File: src/rtl/led_pkg.sv
// Shared alarm FSM states, LED field-offset helpers and prescaler sizing
// for the stopwatch front-panel LED driver.
package led_pkg;

  typedef enum logic [1:0] {
    ST_IDLE     = 2'd0,
    ST_BLINK    = 2'd1,
    ST_SILENCED = 2'd2
  } alarm_state_e;

  function automatic int alarm_width(input int n_alarm);
    return n_alarm;
  endfunction

  function automatic int enable_idx(input int n_alarm);
    return n_alarm;
  endfunction

  function automatic int state_msb_idx(input int n_state, input int n_alarm);
    return n_state + n_alarm;
  endfunction

  function automatic int prescaler_width(input int div);
    return (div <= 2) ? 1 : $clog2(div);
  endfunction

  localparam int DEF_N_STATE_LED   = 2;
  localparam int DEF_N_ALARM_LED   = 5;
  localparam int DEF_STATE_MSB_IDX = state_msb_idx(DEF_N_STATE_LED, DEF_N_ALARM_LED);
  localparam int DEF_ENABLE_IDX    = enable_idx(DEF_N_ALARM_LED);
  localparam int DEF_ALARM_WIDTH   = alarm_width(DEF_N_ALARM_LED);

endpackage

File: src/rtl/led_status_driver_prescaler.sv
// Blink prescaler: counts 0..BLINK_DIV-1 while enabled, one-cycle tick on the last count.
// Tick is combinational from the count register; clr dominates en. No backpressure.
module blink_prescaler
  import led_pkg::*;
#(
  parameter int BLINK_DIV = 25_000_000
) (
  input  logic Clk,
  input  logic Rst_n,
  input  logic clr,
  input  logic en,
  output logic tick
);

  localparam int CW = prescaler_width(BLINK_DIV);
  localparam logic [CW-1:0] LAST = CW'(BLINK_DIV - 1);

  logic [CW-1:0] cnt_q;

  assign tick = en && (cnt_q == LAST);

  always_ff @(posedge Clk or negedge Rst_n) begin
    if (!Rst_n) begin
      cnt_q <= '0;
    end else if (clr) begin
      cnt_q <= '0;
    end else if (en) begin
      cnt_q <= tick ? '0 : cnt_q + 1'b1;
    end
  end

endmodule

File: src/rtl/led_status_driver.sv
// Stopwatch LED bank: one-hot mode LEDs, alarm-enable mirror, blinking alarm field
// with ack/auto-silence. 1-cycle registered latency, no backpressure; LED_CHASE_EN adds chase mode.
module led_status_driver
  import led_pkg::*;
#(
  parameter int N_STATE_LED       = DEF_N_STATE_LED,
  parameter int N_ALARM_LED       = DEF_N_ALARM_LED,
  parameter int BLINK_DIV         = 25_000_000,
  parameter int ALARM_MAX_TOGGLES = 120
) (
  input  logic                               Clk,
  input  logic                               Rst_n,
  input  logic [$clog2(N_STATE_LED+1)-1:0]   STATE,
  input  logic                               AL_switch,
  input  logic                               AL_ON,
  input  logic                               AL_ACK,
`ifdef LED_CHASE_EN
  input  logic                               CHASE,
`endif
  output logic [N_STATE_LED+N_ALARM_LED:0]   LED,
  output logic                               AL_SILENCED
);

  localparam int SW     = $clog2(N_STATE_LED + 1);
  localparam int AW     = alarm_width(N_ALARM_LED);
  localparam int EN_IDX = enable_idx(N_ALARM_LED);
  localparam int S_MSB  = state_msb_idx(N_STATE_LED, N_ALARM_LED);
  localparam int TW     = $clog2(ALARM_MAX_TOGGLES + 2);
  localparam logic [TW-1:0] TOG_MAX = TW'(ALARM_MAX_TOGGLES);

  typedef logic [N_STATE_LED-1:0] state_field_t;
  typedef logic [AW-1:0]          alarm_field_t;

  alarm_state_e  st_q, st_nxt;
  state_field_t  state_q, state_nxt;
  alarm_field_t  alarm_q, alarm_nxt;
  logic          en_q, phase_q, phase_nxt, silenced_q;
  logic          tick, pre_clr, auto_sil;
  logic [TW-1:0] tog_q, tog_nxt, tog_inc;

`ifdef LED_CHASE_EN
  localparam alarm_field_t POS_MSB = alarm_field_t'(1) << (AW - 1);
  logic         chase_q, chase_nxt;
  alarm_field_t pos_q, pos_nxt;
`endif

  // Counter restarts on every BLINK entry so a re-armed alarm gets a full first period.
  assign pre_clr = (st_q != ST_BLINK) || (st_nxt != ST_BLINK);

  blink_prescaler #(.BLINK_DIV(BLINK_DIV)) u_prescaler (
    .Clk   (Clk),
    .Rst_n (Rst_n),
    .clr   (pre_clr),
    .en    (st_q == ST_BLINK),
    .tick  (tick)
  );

  assign tog_inc  = (&tog_q) ? tog_q : tog_q + 1'b1;
  assign auto_sil = (ALARM_MAX_TOGGLES != 0) && (tog_inc == TOG_MAX);

  always_comb begin
    state_nxt = state_q;
    if (STATE == '0) begin
      state_nxt = '0;
    end else begin
      for (int k = 1; k <= N_STATE_LED; k++) begin
        if (STATE == SW'(k)) state_nxt = state_field_t'(1) << (N_STATE_LED - k);
      end
    end
  end

  always_comb begin
    st_nxt    = st_q;
    phase_nxt = phase_q;
    tog_nxt   = tog_q;
`ifdef LED_CHASE_EN
    chase_nxt = chase_q;
    pos_nxt   = pos_q;
`endif
    case (st_q)
      ST_IDLE: begin
        tog_nxt   = '0;
        phase_nxt = 1'b0;
        if (AL_ON) begin
          st_nxt    = ST_BLINK;
          phase_nxt = 1'b1;
`ifdef LED_CHASE_EN
          chase_nxt = CHASE;
          pos_nxt   = POS_MSB;
`endif
        end
      end
      ST_BLINK: begin
        if (!AL_ON) begin
          st_nxt    = ST_IDLE;
          tog_nxt   = '0;
          phase_nxt = 1'b0;
        end else if (AL_ACK) begin
          st_nxt    = ST_SILENCED;
          phase_nxt = 1'b0;
        end else if (tick) begin
          tog_nxt   = tog_inc;
          phase_nxt = ~phase_q;
`ifdef LED_CHASE_EN
          chase_nxt = CHASE;
          pos_nxt   = (pos_q >> 1) | (pos_q << (AW - 1));
`endif
          if (auto_sil) begin
            st_nxt    = ST_SILENCED;
            phase_nxt = 1'b0;
          end
        end
      end
      ST_SILENCED: begin
        if (!AL_ON) begin
          st_nxt  = ST_IDLE;
          tog_nxt = '0;
        end
      end
      default: st_nxt = ST_IDLE;
    endcase

    alarm_nxt = '0;
    if (st_nxt == ST_BLINK) begin
`ifdef LED_CHASE_EN
      alarm_nxt = chase_nxt ? pos_nxt : {AW{phase_nxt}};
`else
      alarm_nxt = {AW{phase_nxt}};
`endif
    end
  end

  always_ff @(posedge Clk or negedge Rst_n) begin
    if (!Rst_n) begin
      st_q       <= ST_IDLE;
      state_q    <= '0;
      en_q       <= 1'b0;
      alarm_q    <= '0;
      phase_q    <= 1'b0;
      tog_q      <= '0;
      silenced_q <= 1'b0;
    end else begin
      st_q       <= st_nxt;
      state_q    <= state_nxt;
      en_q       <= AL_switch;
      alarm_q    <= alarm_nxt;
      phase_q    <= phase_nxt;
      tog_q      <= tog_nxt;
      silenced_q <= (st_nxt == ST_SILENCED);
    end
  end

`ifdef LED_CHASE_EN
  always_ff @(posedge Clk or negedge Rst_n) begin
    if (!Rst_n) begin
      chase_q <= 1'b0;
      pos_q   <= '0;
    end else begin
      chase_q <= chase_nxt;
      pos_q   <= pos_nxt;
    end
  end
`endif

  assign LED[S_MSB -: N_STATE_LED] = state_q;
  assign LED[EN_IDX]               = en_q;
  assign LED[AW-1:0]               = alarm_q;
  assign AL_SILENCED               = silenced_q;

endmodule

File: config.mk
export PLATFORM = sky130hd
export DESIGN_NAME = led_status_driver
export DESIGN_NICKNAME = d
export VERILOG_FILES = /design/src/rtl/led_pkg.sv /design/src/rtl/led_status_driver_prescaler.sv /design/src/rtl/led_status_driver.sv
export SDC_FILE = /design/constraint.sdc
export NUM_CORES = 1
export LEC_CHECK = 0
export ABC_CLOCK_PERIOD_IN_PS = 2000
export BUFFER_PORTS_ARGS = -buffer_cell sky130_fd_sc_hd__buf_2
export CELL_PAD_IN_SITES_DETAIL_PLACEMENT = 0
export CELL_PAD_IN_SITES_GLOBAL_PLACEMENT = 2
export CORE_ASPECT_RATIO = 1.2
export CORE_MARGIN = 2
export CORE_UTILIZATION = 34
export DETAILED_ROUTE_END_ITERATION = 16
export GPL_ROUTABILITY_DRIVEN = 0
export PLACE_DENSITY = 0.76
export SLEW_MARGIN = 20
export SYNTH_ARGS = -nofsm -noshare
export SYNTH_HDL_FRONTEND = slang
export SYNTH_SLANG_ARGS = --single-unit
File: constraint.sdc
create_clock -name Clk -period 2 [get_ports Clk]
set_input_delay 0.6 -clock Clk [delete_from_list [all_inputs] [get_ports Clk]]
set_output_delay 0.6 -clock Clk [all_outputs]
set_load 0.1 [all_outputs]
==> impl_metrics.tcl <==
set metrics [dict create \
    syn_area_um2 2150 \
    fin_worst_skew_ns 0.00468 \
    outcome "completed" \
    clkTransAtPathRegs_ns 0.08 \
    initial_core_util 0.354 \
    cp-startpoint "u_prescaler.cnt_q[0]" \
    ys.flop_type "dfrtp_1" \
    slew_headroom 0.647 \
    end_kind "register" \
    power_density_nw_per_um2 679 \
    hpwl_um 3160 \
    arrival_ns 2.12 \
    grt_max_degree 41 \
    tightest_slew_ns 0.529 \
    port_buffers 15 \
    multi_input_area_um2 1070 \
    die_x_um 76.7 \
    cts_htree_levels 2 \
    seq_area_um2 1000 \
    drt_iter0_markers 97 \
    r2r_start "u_prescaler.cnt_q[0]" \
    cp-start-kind "register" \
    die-area_um2 6990 \
    finalHoldViolCount 0 \
    yosys_register_bits 40 \
    antenna_cells 0 \
    synthCells 225 \
    cts_sinks 40 \
    syn_avg_cell_area_um2 9.58 \
    drc_errors 0 \
    synth-edff-count 0 \
    dr.pass1.iters 4 \
    yosys.area.top_type "dfrtp_1" \
    routed_wl_um 4450 \
    core-area_um2 6090 \
    crit_required_ns 2.22 \
    ys_seq_area_frac 0.465 \
    overflow 0 \
    slew_viol_final 0 \
    max-cap-violations 0 \
    wl_per_cell_um 13.3 \
    grt_pass1_wl_um 8030 \
    grt_pass1_vias 1713 \
    antenna_found_initial 0 \
    cts_buffers 5 \
    period_minus_slack_ns 1.89 \
    clockBufferDepth 2 \
    finalSetupViolCount 0 \
    io_pins 16 \
    hold_slack_ns 0.358 \
    cts_tree "done" \
    tns_ns 0 \
    synth_cell_type_count 45 \
    critPathMaxFanout 5 \
    async_reset_ff_frac 1.00 \
    area_growth_pct 16.7 \
    yosysWarnings 0 \
    post-route-period-util 0.946 \
    nFillCells 628 \
    vias 1665 \
    synth_area_leaders "dfrtp_1, nor2_1, xnor2_1" \
    p_leak_nw 1.04 \
    peakVddDrop_uv 364 \
    rows 31 \
    track_usage 0.142 \
    ant_nets 0 \
    insertion_delay_ns 0.29 \
    fmax_ghz 0.528 \
    hp-class "input pin to async pin" \
    ctsRootBufferMaster "clkbuf_8" \
    postSynthNetCount 234 \
    critPathKind "register to register" \
    finalNetCount 259 \
    synth_top_area_frac 0.465 \
    die_h_um 91.2 \
    via_per_inst 5.00 \
    drive_gt1_frac 0.203 \
    rsz0062_at_grt "false" \
]
==> synthesized netlist by cell type, types with 2 or more instances <==
| cell | instances |
|---|---|
| and2_1 | 3 |
| nand4_1 | 8 |
| and4_1 | 5 |
| or4_1 | 2 |
| nor2_1 | 32 |
| buf_4 | 6 |
| and3_1 | 2 |
| nor4_1 | 2 |
| nand2_1 | 12 |
| inv_1 | 8 |
| o21ai_0 | 6 |
| a21oi_1 | 6 |
| nand4_2 | 2 |
| nand2b_1 | 2 |
| nand3_1 | 16 |
| xnor2_1 | 13 |
| nor3_1 | 6 |
| dfrtp_1 | 40 |
| buf_2 | 7 |
| a31oi_1 | 2 |
| a41o_1 | 2 |
| a41oi_1 | 2 |
| nor2b_1 | 2 |
| nor3b_1 | 3 |
| xor2_1 | 12 |
| a21boi_0 | 4 |
| ha_1 | 2 |
==> state kept, by name, indices dropped and copies added, names as in the netlist <==
name and count:
u_prescaler.cnt_q 25, tog_q 7, st_q 2, state_q 2, AL_SILENCED 1, alarm_q 1, en_q 1, phase_q 1
==> critical path, cell delays in order (launching register included) <==
cell	delay, ns
dfrtp_1	0.39
ha_2	0.22
and4_4	0.27
nand4_4	0.13
or2_1	0.28
or4_1	0.42
o21ai_2	0.11
==> layout by cell type (no fill, tap or decap), types with 3 or more instances in the layout <==
cell / count
dfrtp_1: 40
nor2_1: 32
nand3_1: 16
buf_4: 16
buf_2: 15
xnor2_1: 13
nand2_1: 12
xor2_1: 12
inv_1: 8
nand4_1: 8
o21ai_0: 6
a21oi_1: 6
nor3_1: 6
clkbuf_8: 6
and4_1: 4
a21boi_0: 4
nor3b_1: 3
and2_1: 3
==> where the power goes <==
group	internal [mW]	switching [mW]	leakage [nW]
Clock	0.275	0.283	0.0510
Combinational	0.0607	0.237	0.440
Sequential	0.830	0.0189	0.547
Total	1.17	0.540	1.04
==> cells by family after synthesis <==
group                      synth area share
DFF                                   0.465
AOI/OAI and AO/OA                    0.0912
xor gates and xnor gates              0.102
and+or+nand+nor                       0.274
buffers and inverters                0.0528
adders and majority gates            0.0163
==> per-stage QoR <==
step | cells | setup WS (ns) | total power [mW] | util | instance area, µm²
4_1_cts | 332 | 0.0586 | 1.74 | 0.406 | 2470
3_5_place_dp | 324 | 0.0798 | 1.16 | 0.391 | 2380
6_report | 333 | 0.107 | 1.71 | 0.413 | 2510
5_1_grt | 333 | 0.00438 | 1.79 | 0.413 | 2510
2_1_floorplan | 225 | 0.0262 | 1.11 | - | 2150
3_3_place_gp | 324 | 0.135 | 1.16 | 0.391 | 2380
==> final timing paths <==
| kind | endpoint | slack, ns | cells past startpoint |
|---|---|---|---|
| min in group Clk | en_q | 0.42 | 1 |
| max in group asynchronous | u_prescaler.cnt_q[24] | 1.26 | 2 |
| worst min-delay path | tog_q[3] | 0.36 | 2 |
| worst max-delay path | alarm_q[3] | 0.11 | 6 |
| worst max register to register | alarm_q[3] | 0.11 | 6 |
| worst min register to register | u_prescaler.cnt_q[0] | 0.49 | 1 |
==> per-layer routing <==
metal	part of all wire	global-route usage	vias to the layer above
li1	-	-	834
met5	0	0	-
met1	0.45	0.171	806
met2	0.51	0.251	19
met3	0.024	0.0318	6
met4	0.014	0.0409	0
==> area by class of cell <==
class / count / area share
repair buffers: 32 / 0.0856
clock inverters: 2 / 0.00398
clock buffers: 6 / 0.0329
inverters: 8 / 0.0119
multi-input cells: 163 / 0.427
flip-flops and latches: 40 / 0.398
well taps: 82 / 0.0408
==> timing repair <==
| item | 4_1_cts | 5_1_grt |
|---|---|---|
| endpoints found under the setup margin | 0 | 7 |
| hold buffers | 0 | 0 |
| buffers inserted | 0 | 1 |
| resized for setup | 0 | 7 |
No activity file was read; power rests on OpenSTA's default activity.
